### config.mk
export PLATFORM = sky130hd
export DESIGN_NAME = alu_issue_decoder
export DESIGN_NICKNAME = d
export VERILOG_FILES = /design/src/rtl/alu_pkg.sv /design/src/rtl/rv_alu_decode.sv /design/src/rtl/alu_issue_decoder.sv
export SDC_FILE = /design/constraint.sdc
export NUM_CORES = 1
export LEC_CHECK = 0
export ABC_CLOCK_PERIOD_IN_PS = 5600
export CAP_MARGIN = 25
export CORE_ASPECT_RATIO = 1.4
export CORE_MARGIN = 3
export CORE_UTILIZATION = 53
export DETAILED_ROUTE_END_ITERATION = 12
export PLACE_DENSITY = 0.86
export RECOVER_POWER = 25
export SLEW_MARGIN = 20
export SYNTH_ARGS = -nofsm -noshare
export SYNTH_HDL_FRONTEND = slang
export SYNTH_HIERARCHICAL = 1
export SYNTH_SLANG_ARGS = --single-unit
### constraint.sdc
create_clock -name clk -period 5.6 [get_ports clk]
set_input_delay 0.84 -clock clk [delete_from_list [all_inputs] [get_ports clk]]
set_output_delay 0.84 -clock clk [all_outputs]
set_load 0.1 [all_outputs]
### src/rtl/alu_pkg.sv
// ALU opcode encodings and RV major opcodes shared by the
// register-read to execute boundary.
package alu_pkg;

   typedef logic [3:0] alu_op_t;
   typedef logic [6:0] rv_opc_t;

   localparam alu_op_t ALU_ADD  = 4'b0000;
   localparam alu_op_t ALU_SUB  = 4'b0001;
   localparam alu_op_t ALU_SLL  = 4'b0010;
   localparam alu_op_t ALU_SLT  = 4'b0100;
   localparam alu_op_t ALU_SLTU = 4'b0110;
   localparam alu_op_t ALU_XOR  = 4'b1000;
   localparam alu_op_t ALU_SRL  = 4'b1010;
   localparam alu_op_t ALU_SRA  = 4'b1011;
   localparam alu_op_t ALU_OR   = 4'b1100;
   localparam alu_op_t ALU_AND  = 4'b1110;

   localparam rv_opc_t OPC_OP    = 7'b0110011;
   localparam rv_opc_t OPC_OPIMM = 7'b0010011;
   localparam rv_opc_t OPC_LUI   = 7'b0110111;
   localparam rv_opc_t OPC_AUIPC = 7'b0010111;

   localparam logic [2:0] F3_ADD = 3'b000;
   localparam logic [2:0] F3_SLL = 3'b001;
   localparam logic [2:0] F3_SR  = 3'b101;

   localparam logic [6:0] F7_BASE = 7'b0000000;
   localparam logic [6:0] F7_ALT  = 7'b0100000;

endpackage

### src/rtl/rv_alu_decode.sv
// Combinational decode of OP / OP-IMM / LUI / AUIPC into
// ALU opcode and operands; anything else is flagged illegal.
module rv_alu_decode
   import alu_pkg::*;
#(
   parameter int width = 32
) (
   input  logic [31:0]      instr,
   input  logic [width-1:0] pc,
   input  logic [width-1:0] rs1,
   input  logic [width-1:0] rs2,
   output alu_op_t          opcode,
   output logic [width-1:0] a,
   output logic [width-1:0] b,
   output logic [4:0]       rd,
   output logic             illegal
);

   localparam int SHW = $clog2(width);
   // Bits above the shamt field that must be zero for shifts
   localparam logic [31:0] SH_HI =
      ~((32'd1 << (20 + SHW)) - 32'd1);
   localparam logic [31:0] BIT30 = 32'h4000_0000;

   rv_opc_t          opc;
   logic [2:0]       f3;
   logic [6:0]       f7;
   logic [SHW-1:0]   shamt;
   logic [width-1:0] imm_i;
   logic [width-1:0] imm_u;
   logic             is_op;
   logic             is_opimm;
   logic             op_leg;
   logic             sll_leg;
   logic             sr_leg;
   logic             imm_leg;
   logic             lui_leg;
   logic             auipc_leg;
   logic             unused_rs1f;

   assign opc   = instr[6:0];
   assign f3    = instr[14:12];
   assign f7    = instr[31:25];
   assign rd    = instr[11:7];
   assign shamt = instr[20 +: SHW];
   assign imm_i = width'($signed(instr[31:20]));
   assign imm_u = width'($signed({instr[31:12], 12'b0}));

   assign unused_rs1f = ^instr[19:15];

   assign is_op    = (opc == OPC_OP);
   assign is_opimm = (opc == OPC_OPIMM);

   assign op_leg = is_op &
      ((f7 == F7_BASE) |
       ((f7 == F7_ALT) & ((f3 == F3_ADD) | (f3 == F3_SR))));

   assign sll_leg = is_opimm & (f3 == F3_SLL) &
      ((instr & SH_HI) == 32'd0);
   assign sr_leg = is_opimm & (f3 == F3_SR) &
      ((instr & SH_HI & ~BIT30) == 32'd0);
   assign imm_leg = is_opimm &
      (f3 != F3_SLL) & (f3 != F3_SR);

   assign lui_leg   = (opc == OPC_LUI);
   assign auipc_leg = (opc == OPC_AUIPC);

   always_comb begin
      opcode  = ALU_ADD;
      a       = '0;
      b       = '0;
      illegal = 1'b1;
      unique case (1'b1)
         op_leg: begin
            opcode  = {f3, instr[30]};
            a       = rs1;
            b       = rs2;
            illegal = 1'b0;
         end
         sll_leg: begin
            opcode  = ALU_SLL;
            a       = rs1;
            b       = width'(shamt);
            illegal = 1'b0;
         end
         sr_leg: begin
            opcode  = {F3_SR, instr[30]};
            a       = rs1;
            b       = width'(shamt);
            illegal = 1'b0;
         end
         // Immediate forms never take instr[30], so ADDI stays ADD
         imm_leg: begin
            opcode  = {f3, 1'b0};
            a       = rs1;
            b       = imm_i;
            illegal = 1'b0;
         end
         lui_leg: begin
            b       = imm_u;
            illegal = 1'b0;
         end
         auipc_leg: begin
            a       = pc;
            b       = imm_u;
            illegal = 1'b0;
         end
         default: begin
         end
      endcase
   end

endmodule

### src/rtl/alu_issue_decoder.sv
// ALU issue decoder: decode plus main/skid output registers
// behind a valid/ready handshake with registered in_ready.
module alu_issue_decoder
   import alu_pkg::*;
#(
   parameter int width = 32
) (
   input  logic             clk,
   input  logic             rst_n,
   input  logic             flush,
   input  logic             in_valid,
   output logic             in_ready,
   input  logic [31:0]      in_instr,
   input  logic [width-1:0] in_pc,
   input  logic [width-1:0] in_rs1,
   input  logic [width-1:0] in_rs2,
   output logic             out_valid,
   input  logic             out_ready,
   output logic [3:0]       out_opcode,
   output logic [width-1:0] out_A,
   output logic [width-1:0] out_B,
   output logic [4:0]       out_rd,
   output logic             out_illegal
);

   typedef struct packed {
      alu_op_t          op;
      logic [width-1:0] a;
      logic [width-1:0] b;
      logic [4:0]       rd;
      logic             ill;
   } uop_t;

   uop_t dec;
   uop_t main_q, main_d;
   uop_t skid_q, skid_d;
   logic main_valid_q, main_valid_d;
   logic skid_valid_q, skid_valid_d;
   logic in_ready_q, in_ready_d;
   logic in_fire;
   logic out_fire;

   rv_alu_decode #(.width(width)) u_dec (
      .instr   (in_instr),
      .pc      (in_pc),
      .rs1     (in_rs1),
      .rs2     (in_rs2),
      .opcode  (dec.op),
      .a       (dec.a),
      .b       (dec.b),
      .rd      (dec.rd),
      .illegal (dec.ill)
   );

   assign in_fire  = in_valid & in_ready_q;
   assign out_fire = main_valid_q & out_ready;

   always_comb begin
      main_d       = main_q;
      skid_d       = skid_q;
      main_valid_d = main_valid_q;
      skid_valid_d = skid_valid_q;
      if (flush) begin
         main_valid_d = 1'b0;
         skid_valid_d = 1'b0;
      end else if (out_fire | ~main_valid_q) begin
         // Skid full implies in_ready low, so no input competes
         if (skid_valid_q) begin
            main_d       = skid_q;
            main_valid_d = 1'b1;
            skid_valid_d = 1'b0;
         end else begin
            main_valid_d = in_fire;
            if (in_fire) main_d = dec;
         end
      end else if (in_fire) begin
         skid_d       = dec;
         skid_valid_d = 1'b1;
      end
      in_ready_d = ~skid_valid_d;
   end

   always_ff @(posedge clk) begin
      if (!rst_n) begin
         main_q       <= '0;
         skid_q       <= '0;
         main_valid_q <= 1'b0;
         skid_valid_q <= 1'b0;
         in_ready_q   <= 1'b1;
      end else begin
         main_q       <= main_d;
         skid_q       <= skid_d;
         main_valid_q <= main_valid_d;
         skid_valid_q <= skid_valid_d;
         in_ready_q   <= in_ready_d;
      end
   end

   assign in_ready    = in_ready_q;
   assign out_valid   = main_valid_q;
   assign out_opcode  = main_q.op;
   assign out_A       = main_q.a;
   assign out_B       = main_q.b;
   assign out_rd      = main_q.rd;
   assign out_illegal = main_q.ill;

endmodule
==> results.yml <==
detailed_routing:
  routedWlPerCell_um: 16.6
  drt_first_pass_iters: 6
  drcViolationCount: 0
  vias: 6544
  via_per_inst: 5.43
  ant_nets: 0
  wirelength_um: 20100
  drt_iter0_markers: 337
final_layout:
  syn_to_final_growth_pct: 33.4
  fill_cells: 1073
  drive_gt1_share_pct: 11.9
  num-nets-final: 1141
  post-route-util_pct: 73.3
  antennaDiodeCount: 0
floorplan:
  rows: 51
  die_w_um: 108
  core-area_um2: 14100
  start_util_pct: 55.0
  num_io_pins: 209
  die_y_um: 149
  dieArea_um2: 16100
timing:
  tns_ns: 0
  setup_violations: 0
  worst_pin_slew_ns: 2.60
  fmax_ghz: 0.270
  max_slew_margin_pct: -73.2
  min_period_over_period_pct: 66.1
  skew_ns: 0.0112
  final_max_slew_viol_count: 100
  rsz0062_at_grt: "no"
  finalHoldViolations: 0
  min_period_ns: 3.70
cts:
  cts_tree: "done"
  cts_resized: 0
  cts_setup_buffers: 0
  clock_path_buffers: 2
  clk_latency_ns: 0.41
  htreeDepth: 4
  cts_root_buffer: "clkbuf_16"
  numCtsBuffers: 17
  cts_hold_buf: 0
  clk_pin_slew_worst_paths_ns: 0.07
  clock_sinks: 151
global_routing:
  grt_pass1_vias: 6519
  grt_pass1_wl_um: 32000
  gr-total-overflow: 0
  grtUsageTotal_pct: 24.9
  grt_max_degree: 179
  grt_antenna_before_repair: 0
place:
  portBuffers: 208
  hpwl_um: 13400
  place.gp.congestion: 0.825
yosys:
  synth_compound_area_share_pct: 8.04
  synth.avg_cell_area_um2: 9.12
  postSynthCellCount: 850
  yosysSeqAreaShare_pct: 39.0
  synth-seq-cells: 151
  synth_top_family_by_area: "multiplexers"
  yosysUniqueCellTypes: 34
  synth.area.mux_share_pct: 29.9
  synth_xor_area_share_pct: 0.113
  synth_nets: 983
  yosysWarnings: 6
  synth_fa_ha_area_share_pct: 0
  synth_area_um2: 7750
  synth_simple_gate_area_share_pct: 17.1
pwr:
  p_int_mw: 1.92
  seq_power_share_pct: 43.2
  swShare_pct: 23.3
  p_leak_nw: 4.08
  power.total_mw: 2.50
  power_switching_mw: 0.582
  vdd_ir_drop_max_v: 0.000165
  p_comb_share_pct: 9.3
  power_frac_clock_pct: 47.5
  power_density_nw_per_um2: 242
critical_path:
  cp_max_fo: 74
  crit_chain: "dlygate4sd3_1 > nand2b_1 > nor3_2 > clkbuf_2 > mux2i_1"
  cpMaxStageDelayCell: "clkbuf_2"
  required_ns: 5.79
  cp.arrival_ns: 3.89
  end_kind: "register"
  critPathBufInv: 2
  path_delay_family: "buffers and inverters"
  slowest_delay_ns: 1.80
  criticalPathCategory: "primary input to register"
  startpoint_type: "primary input"
run_status:
  violations: "capacitance limit, slew limit"
  status: "finished, violations left"
flow_run:
  drv_cap: 2
worst_hold_path:
  hold_path.class: "register to register"
[cell usage after synthesis]
cell type | n | area, µm²
a31oi_1 | 1 | 6.26
and2_1 | 3 | 18.8
or3b_1 | 1 | 8.76
nor4_1 | 1 | 6.26
nand2_1 | 299 | 1120
buf_12 | 3 | 60.1
mux2i_1 | 148 | 1480
o21ai_0 | 1 | 5.00
nand3_1 | 1 | 5.00
a21oi_1 | 3 | 15.0
a21o_1 | 1 | 7.51
a22o_1 | 43 | 377
nand4_1 | 1 | 6.26
buf_2 | 21 | 105
or4b_4 | 1 | 13.8
dfxtp_1 | 151 | 3020
o21a_1 | 3 | 22.5
nand3b_4 | 1 | 20.0
xor2_1 | 1 | 8.76
nor3_1 | 4 | 20.0
or2_1 | 1 | 6.26
clkbuf_1 | 40 | 150
nor3_2 | 1 | 10.0
nand2b_1 | 4 | 25.0
or3_1 | 1 | 6.26
nor3_4 | 2 | 32.5
nand3b_1 | 1 | 7.51
nor2b_1 | 1 | 6.26
nor2_1 | 3 | 11.3
a221o_1 | 19 | 190
mux2_2 | 74 | 833
buf_4 | 5 | 37.5
inv_1 | 1 | 3.75
buf_6 | 9 | 101
[sequential cells by signal, summed over array words and instances, names as in the netlist]
register and count:
out_B 32, out_valid 1, skid_q 74, skid_valid_q 1, out_A 32, out_opcode 4
in_ready 1, out_rd 5, out_illegal 1
[power by group through the flow]
stage / Clock [mW] / Sequential, mW / Combinational, mW
global placement: 0 / 1.10 / 0.229
global route: 1.26 / 1.08 / 0.247
floorplan: 0 / 1.13 / 0.0888
detailed placement: 0 / 1.11 / 0.231
CTS: 1.20 / 1.08 / 0.232
finish: 1.19 / 1.08 / 0.233
[placed cells by master, fill, tap and decap left out, drive strengths merged, types with 2 or more instances in the layout]
cell / count
dfxtp: 151
and2: 3
nor2: 3
inv: 6
bufinv: 3
mux2i: 148
dlygate4sd3: 44
a22o: 43
clkbuf: 22
a221o: 19
mux2: 74
nand3b: 2
clkinv: 2
nand2: 299
a21oi: 3
nor3: 7
o21a: 3
buf: 8
nand2b: 4
clkinvlp: 2
clkdlybuf4s50: 163
[area by class of cell]
cell class	instances	area, µm²	share of cell area (%)
clock buffer	20	447	4.32
clock inverter	12	164	1.58
multi-input combinational	620	4280	41.4
sequential	151	3030	29.3
tap	185	231	2.24
inverter	1	3.75	0.0363
timing repair buffer	217	2190	21.2
[stage by stage]
step	setup WS, ns	cell area, µm²	cells	hold slack (ns)
after floorplan	2.78	7750	850	0.431
after global placement	1.88	9710	1172	0.438
after detailed placement	1.83	9710	1172	0.445
after CTS	2.22	10300	1204	0.457
after global routing	1.75	10300	1206	0.468
final	1.90	10300	1206	0.453
[path summary, 6_finish.rpt]
check | from | end | slack (ns) | depth (start not counted)
max | out_ready | skid_q[62] | 1.90 | 5
min reg2reg | skid_q[35] | skid_q[35] | 0.45 | 2
max reg2reg | in_ready | skid_q[62] | 2.61 | 4
min | skid_q[35] | skid_q[35] | 0.45 | 2
[per-layer routing]
layer  part of all wire [%]  global-route usage [%]  up-vias
met3                    6.9                    5.98       35
met2                     50                    44.2      225
met4                    2.9                    9.92        0
li1                       -                       -     3224
met5                      0                       0        -
met1                     40                    28.6     3060
[worst register-to-register path, delay by kind of cell (launching register included)]
kind / cells / cell delay [ns]
and+or+nand+nor: 2 / 0.21
buffers and inverters: 1 / 1.80
DFF: 1 / 0.35
muxes: 1 / 0.41
[cell families after synthesis]
logic type / count (synthesis)
multiplexers: 222
AND/OR/NAND/NOR: 326
buffers and inverters: 79
flip-flops: 151
AO/OA/AOI/OAI: 71
XOR/XNOR: 1
(Power assumes the default switching activity.)
==> patch 1, RTL diff (same settings) <==
Make the reset (`rst_n`) asynchronous in one clocked block.
--- a/src/rtl/alu_issue_decoder.sv
+++ b/src/rtl/alu_issue_decoder.sv
@@ -81,5 +81,5 @@
    end
 
-   always_ff @(posedge clk) begin
+   always_ff @(posedge clk or negedge rst_n) begin
       if (!rst_n) begin
          main_q       <= '0;
Function: differs if rst_n is asserted again (counterexample within 4 cycles, from zero or initial values and one cycle with rst_n low); with rst_n held inactive, the same outputs for 4 cycles.
==> patch 1 against the original RTL <==
The flow still finishes with violations (capacitance limit, slew limit); first-iteration DRC count shrank 37%; highest routed layer unchanged; combinational power up 51%; largest cell class is now sequential cells; clock skew decreased by 0.0011 ns; critical path type is now in2async; via count fell by 20%; area after synthesis grew 0.24%; power increased by 6.4%; setup slack improved by 0.10 ns; wire length rose by 0.82%; final area up 0.40%; register-to-register slack better by 0.33 ns; sequential cell count is the same; synthesized cell count down 39%; count of clock-buffer cells in the layout is 3 higher; maximum frequency increased by 2.8%.
==> patch 1: results (changes against the original RTL) <==
The flow ran to the end, but the final reports show violations. The final reports fail on capacitance limit, slew limit. The largest fanout on the critical path is 61 (-18%). The count of pins over their slew limit is 41 (-59%). The clock latency on the worst-skew pair came to 0.43 ns (+0.02 ns). The post-detailed-routing wire length came out at 20,200 um (+0.82%). The total half-perimeter wirelength after legalization and detailed placement is 13,900 um (+3.8%). The worst stage delay on the critical path is 1.47 ns (-0.33 ns). The post-synthesis net count came to 654 (-33%). The detailed-routing iteration count for the pre-antenna-repair pass came out at 4 (-2).

The leakage component of the power came to 4.75 nW (+16%). The cell count after placement is 879 (-25%). The routability congestion estimate from global placement is 0.885 (+7.3%). The proportion of register bits with asynchronous set or reset after synthesis is 100% (+100 points). The worst ir drop on vdd came out at 0.000177 V (+7.3%). The combined global-route utilization of all metal layers came to 25.8% (+0.83 points). The global routing usage on met3 came out at 6.80% (+0.82 points). The data arrival time of the critical path came out at 3.69 ns (-0.20 ns). The setup slack after placement was 1.84 ns (+0.0176 ns). The reported max-cap violation count is 2 (unchanged). The unique cell type count in the Yosys netlist came to 38 (+12%).

The met3 layer wire length in the routed design is 1170 um (-15%). The clock skew is 0.0101 ns (-0.00112 ns). The first-pass GRT wire length is 31,500 um (-1.7%). The relative max-transition margin was -40.1% (+33 points). The number of inserted filler cells in the final layout came out at 937 (-13%). The overall power after layout was 2.66 mW (+6.4%).
patch 1: cell count changes after synthesis, moves of 7 or more:
| cell | unedited run | this run |
|---|---|---|
| mux2i_1 | 148 | 0 |
| buf_6 | 9 | 2 |
| mux2_4 | 0 | 60 |
| nand2_1 | 299 | 4 |
| buf_12 | 3 | 10 |
| buf_2 | 21 | 13 |
| dfrtp_1 | 0 | 150 |
| mux2_2 | 74 | 146 |
| dfxtp_1 | 151 | 0 |
| clkbuf_1 | 40 | 7 |
| buf_4 | 5 | 12 |
| mux2_1 | 0 | 16 |
patch 1: path summary, 6_finish.rpt:
check                             start           end  slack (ns)  depth (start not counted)
setup / recovery                  rst_n  skid_valid_q        2.00                          2
hold / removal                 out_A[4]      out_A[4]        0.49                          1
setup reg to reg           skid_valid_q     out_B[29]        2.94                          4
hold reg to reg                out_A[4]      out_A[4]        0.49                          1
max in group clk           in_instr[25]   out_illegal        2.29                          9
min in group asynchronous         rst_n      out_A[9]        1.01                          1
patch 1: power by group:
group | internal (mW) | total (mW) | leakage (nW) | switching, mW
Clock | 0.732 | 1.17 | 0.297 | 0.435
Sequential | 1.12 | 1.14 | 2.07 | 0.0192
Combinational | 0.157 | 0.351 | 2.38 | 0.195
Total | 2.01 | 2.66 | 4.75 | 0.649
patch 1: final cells by class:
cell class	count	area, um2	share of cell area, %
clock buffer	23	478	4.60
sequential	151	3780	36.4
timing repair buffer	218	2170	20.9
clock inverter	9	123	1.18
inverter	1	3.75	0.0361
multi-input combinational	325	3590	34.6
tap	185	231	2.23
patch 1: cell families (layout without fill, tap and decap cells):
family,count (synthesis),in the layout
simple gates,32,32
flops,151,151
buf+inv,45,251
compound gates,70,70
xor+xnor,1,1
mux,222,222
==> patch 2, RTL diff (same flow settings) <==
Without the edit above. `width` is set to 32 in 2 places; all go to 64.
--- a/src/rtl/rv_alu_decode.sv
+++ b/src/rtl/rv_alu_decode.sv
@@ -4,5 +4,5 @@
    import alu_pkg::*;
 #(
-   parameter int width = 32
+   parameter int width = 64
 ) (
    input  logic [31:0]      instr,
--- a/src/rtl/alu_issue_decoder.sv
+++ b/src/rtl/alu_issue_decoder.sv
@@ -4,5 +4,5 @@
    import alu_pkg::*;
 #(
-   parameter int width = 32
+   parameter int width = 64
 ) (
    input  logic             clk,
Interface: changed (5 resized); port bits go from 209 to 369. The function was not compared with the original's and may differ.
==> patch 2 against the original RTL <==
The run still ends with capacitance limit, slew limit left; sequential cell count is 128 higher; power is 70% higher; wire length is 90% higher; combinational power is 65% higher; hold slack better by 0.0026 ns; setup slack worse by 0.33 ns; final area is 79% higher; critical path depth is 1 lower; register-to-register slack better by 0.21 ns; sequential share of layout area is 0.97 points higher; global-route usage is 0.19 points higher; clock skew hardly changed; area after synthesis is 81% higher; critical endpoint is now out_B[24].
==> patch 2: results (changes against the original RTL) <==
The maximum number of buffers from clock root to sink is 3 (+1). The combined global-route utilization of all metal layers came out at 25.1% (+0.19 points). The net count of the finished layout is 2,051 (+80%). The reported max-cap violation count was 1 (-1). By count the netlist is led by nand2_1 (553), dfxtp_1 (279), mux2i_1 (276), mux2_2 (138), clkbuf_1 (77). Clock-pin slew was measured on the worst setup and hold paths at 0.06 ns. The post-detailed-routing wire length is 38,100 um (+90%). The number of flip-flops in the largest register is 138 (+86%). In this run the worst hold path is classified as reg2reg. The first-pass GRT wire length came out at 58,700 um (+83%). The proportion of layout cells with a drive suffix above 1 came out at 10.9% (-1.1 points). The CTS buffer count came out at 28 (+11). The proportion of register bits with asynchronous set or reset after synthesis was 0% (unchanged). The clock skew came out at 0.0115 ns (+0.000235 ns).

The number of vias per cell is 5.51 (+1.6%). The met3 layer wire length in the routed design came out at 2670 um (+93%). The relative max-transition margin is -141% (-68 points). The unique cell type count in the Yosys netlist is 35 (+2.9%).

The largest net degree at the start of global routing is 198 (+11%). The highest metal layer carrying signal wires in the routed design is met5. The part of the Yosys area used for sequential elements came to 39.7% (+0.72 points). The violation count after the first detailed-routing iteration is 491 (+46%). Ranked by flip-flop count, first place goes to skid_q. The number of global-route vias before repair is 11,700 (+80%).

The number of inserted filler cells in the final layout is 1,912 (+78%). The detailed-routing wirelength on met1 came out at 14,800 um (+85%). The detailed-routing iteration count for the pre-antenna-repair pass came out at 5 (-1).

The run finished, with violations left. The wire length on met2 came out at 19,100 um (+90%). The depth of the CTS H-tree is 1 (-3). The largest fanout on the critical path came out at 197 (+170%).

The count of pins over their slew limit came out at 196 (+96%). In the post-synthesis netlist, the biggest area contributors are dfxtp_1 (40%), mux2i_1 (20%), nand2_1 (15%). The worst ir drop on vdd is 0.000286 V (+73%). The total half-perimeter wirelength after legalization and detailed placement came out at 25,400 um (+90%). The initial antenna violation count came out at 2 (+2). The leakage component of the power came out at 7.35 nW (+80%). The total placed instance area came out at 17,600 um2 (+81%).

The final reports fail on capacitance limit, slew limit. The post-synthesis net count came out at 1,785 (+82%). The data arrival time of the critical path is 4.49 ns (+0.60 ns). The routability congestion estimate from global placement came out at 0.870 (+5.4%). The power per cell area is 230 nW/um2 (-5.0%).

The worst stage delay on the critical path was 2.49 ns (+0.69 ns).
[patch 2: cell families (layout without fill, tap and decap cells)]
logic type      after synthesis  in the layout  share of synthesized area (%)
simple gates                583            583                           16.2
mux                         414            414                           30.7
flops                       279            279                           39.7
buf+inv                     143            426                           5.13
compound gates              136            136                           8.25
xor+xnor                      1              1                         0.0623
other cells                   0              1                              0
[patch 2: tightest hold or removal path, delay by kind of cell (launching register included)]
kind          cells  cell delay [ns]
simple gates      1             0.05
mux               1             0.05
flops             1             0.31
[patch 2: area by class of cell]
cell class | count | share of cell area [%]
Clock buffer | 40 | 4.42
Multi-Input combinational cell | 1134 | 42.1
Inverter | 1 | 0.0203
Timing Repair Buffer | 378 | 20.6
Antenna cell | 1 | 0.0135
Clock inverter | 7 | 0.494
Tap cell | 319 | 2.16
Sequential cell | 279 | 30.2
[patch 2: final timing paths]
kind | startpoint | to | slack (ns) | cells after the start
worst max-delay path | rst_n | out_B[24] | 1.56 | 4
worst min-delay path | skid_q[70] | skid_q[70] | 0.46 | 2
worst max register to register | skid_valid_q | out_rd[4] | 2.82 | 4
worst min register to register | skid_q[70] | skid_q[70] | 0.46 | 2
[patch 2: metal layers]
metal	vias up	global-route usage (%)
li1	5815	-
met1	5647	28.8
met2	361	45.0
met3	76	5.77
met4	2	9.80
met5	-	0
[patch 2: through the flow]
step           hold slack [ns]  std cells  power, mW  worst slack, ns
2_1_floorplan            0.431       1556       2.22             2.96
3_3_place_gp             0.438       2111       2.42             1.51
3_5_place_dp             0.448       2111       2.42             1.41
4_1_cts                  0.457       2158       4.28             1.98
5_1_grt                  0.470       2159       4.38             1.22
6_report                 0.456       2159       4.25             1.56
[patch 2: where the power goes]
| part | switching [mW] | total, mW | leakage, nW | internal, mW |
|---|---|---|---|---|
| clock | 0.768 | 1.87 | 0.450 | 1.10 |
| combinational | 0.183 | 0.385 | 4.66 | 0.202 |
| sequential | 0.00402 | 1.99 | 2.25 | 1.99 |
| total | 0.955 | 4.25 | 7.35 | 3.29 |
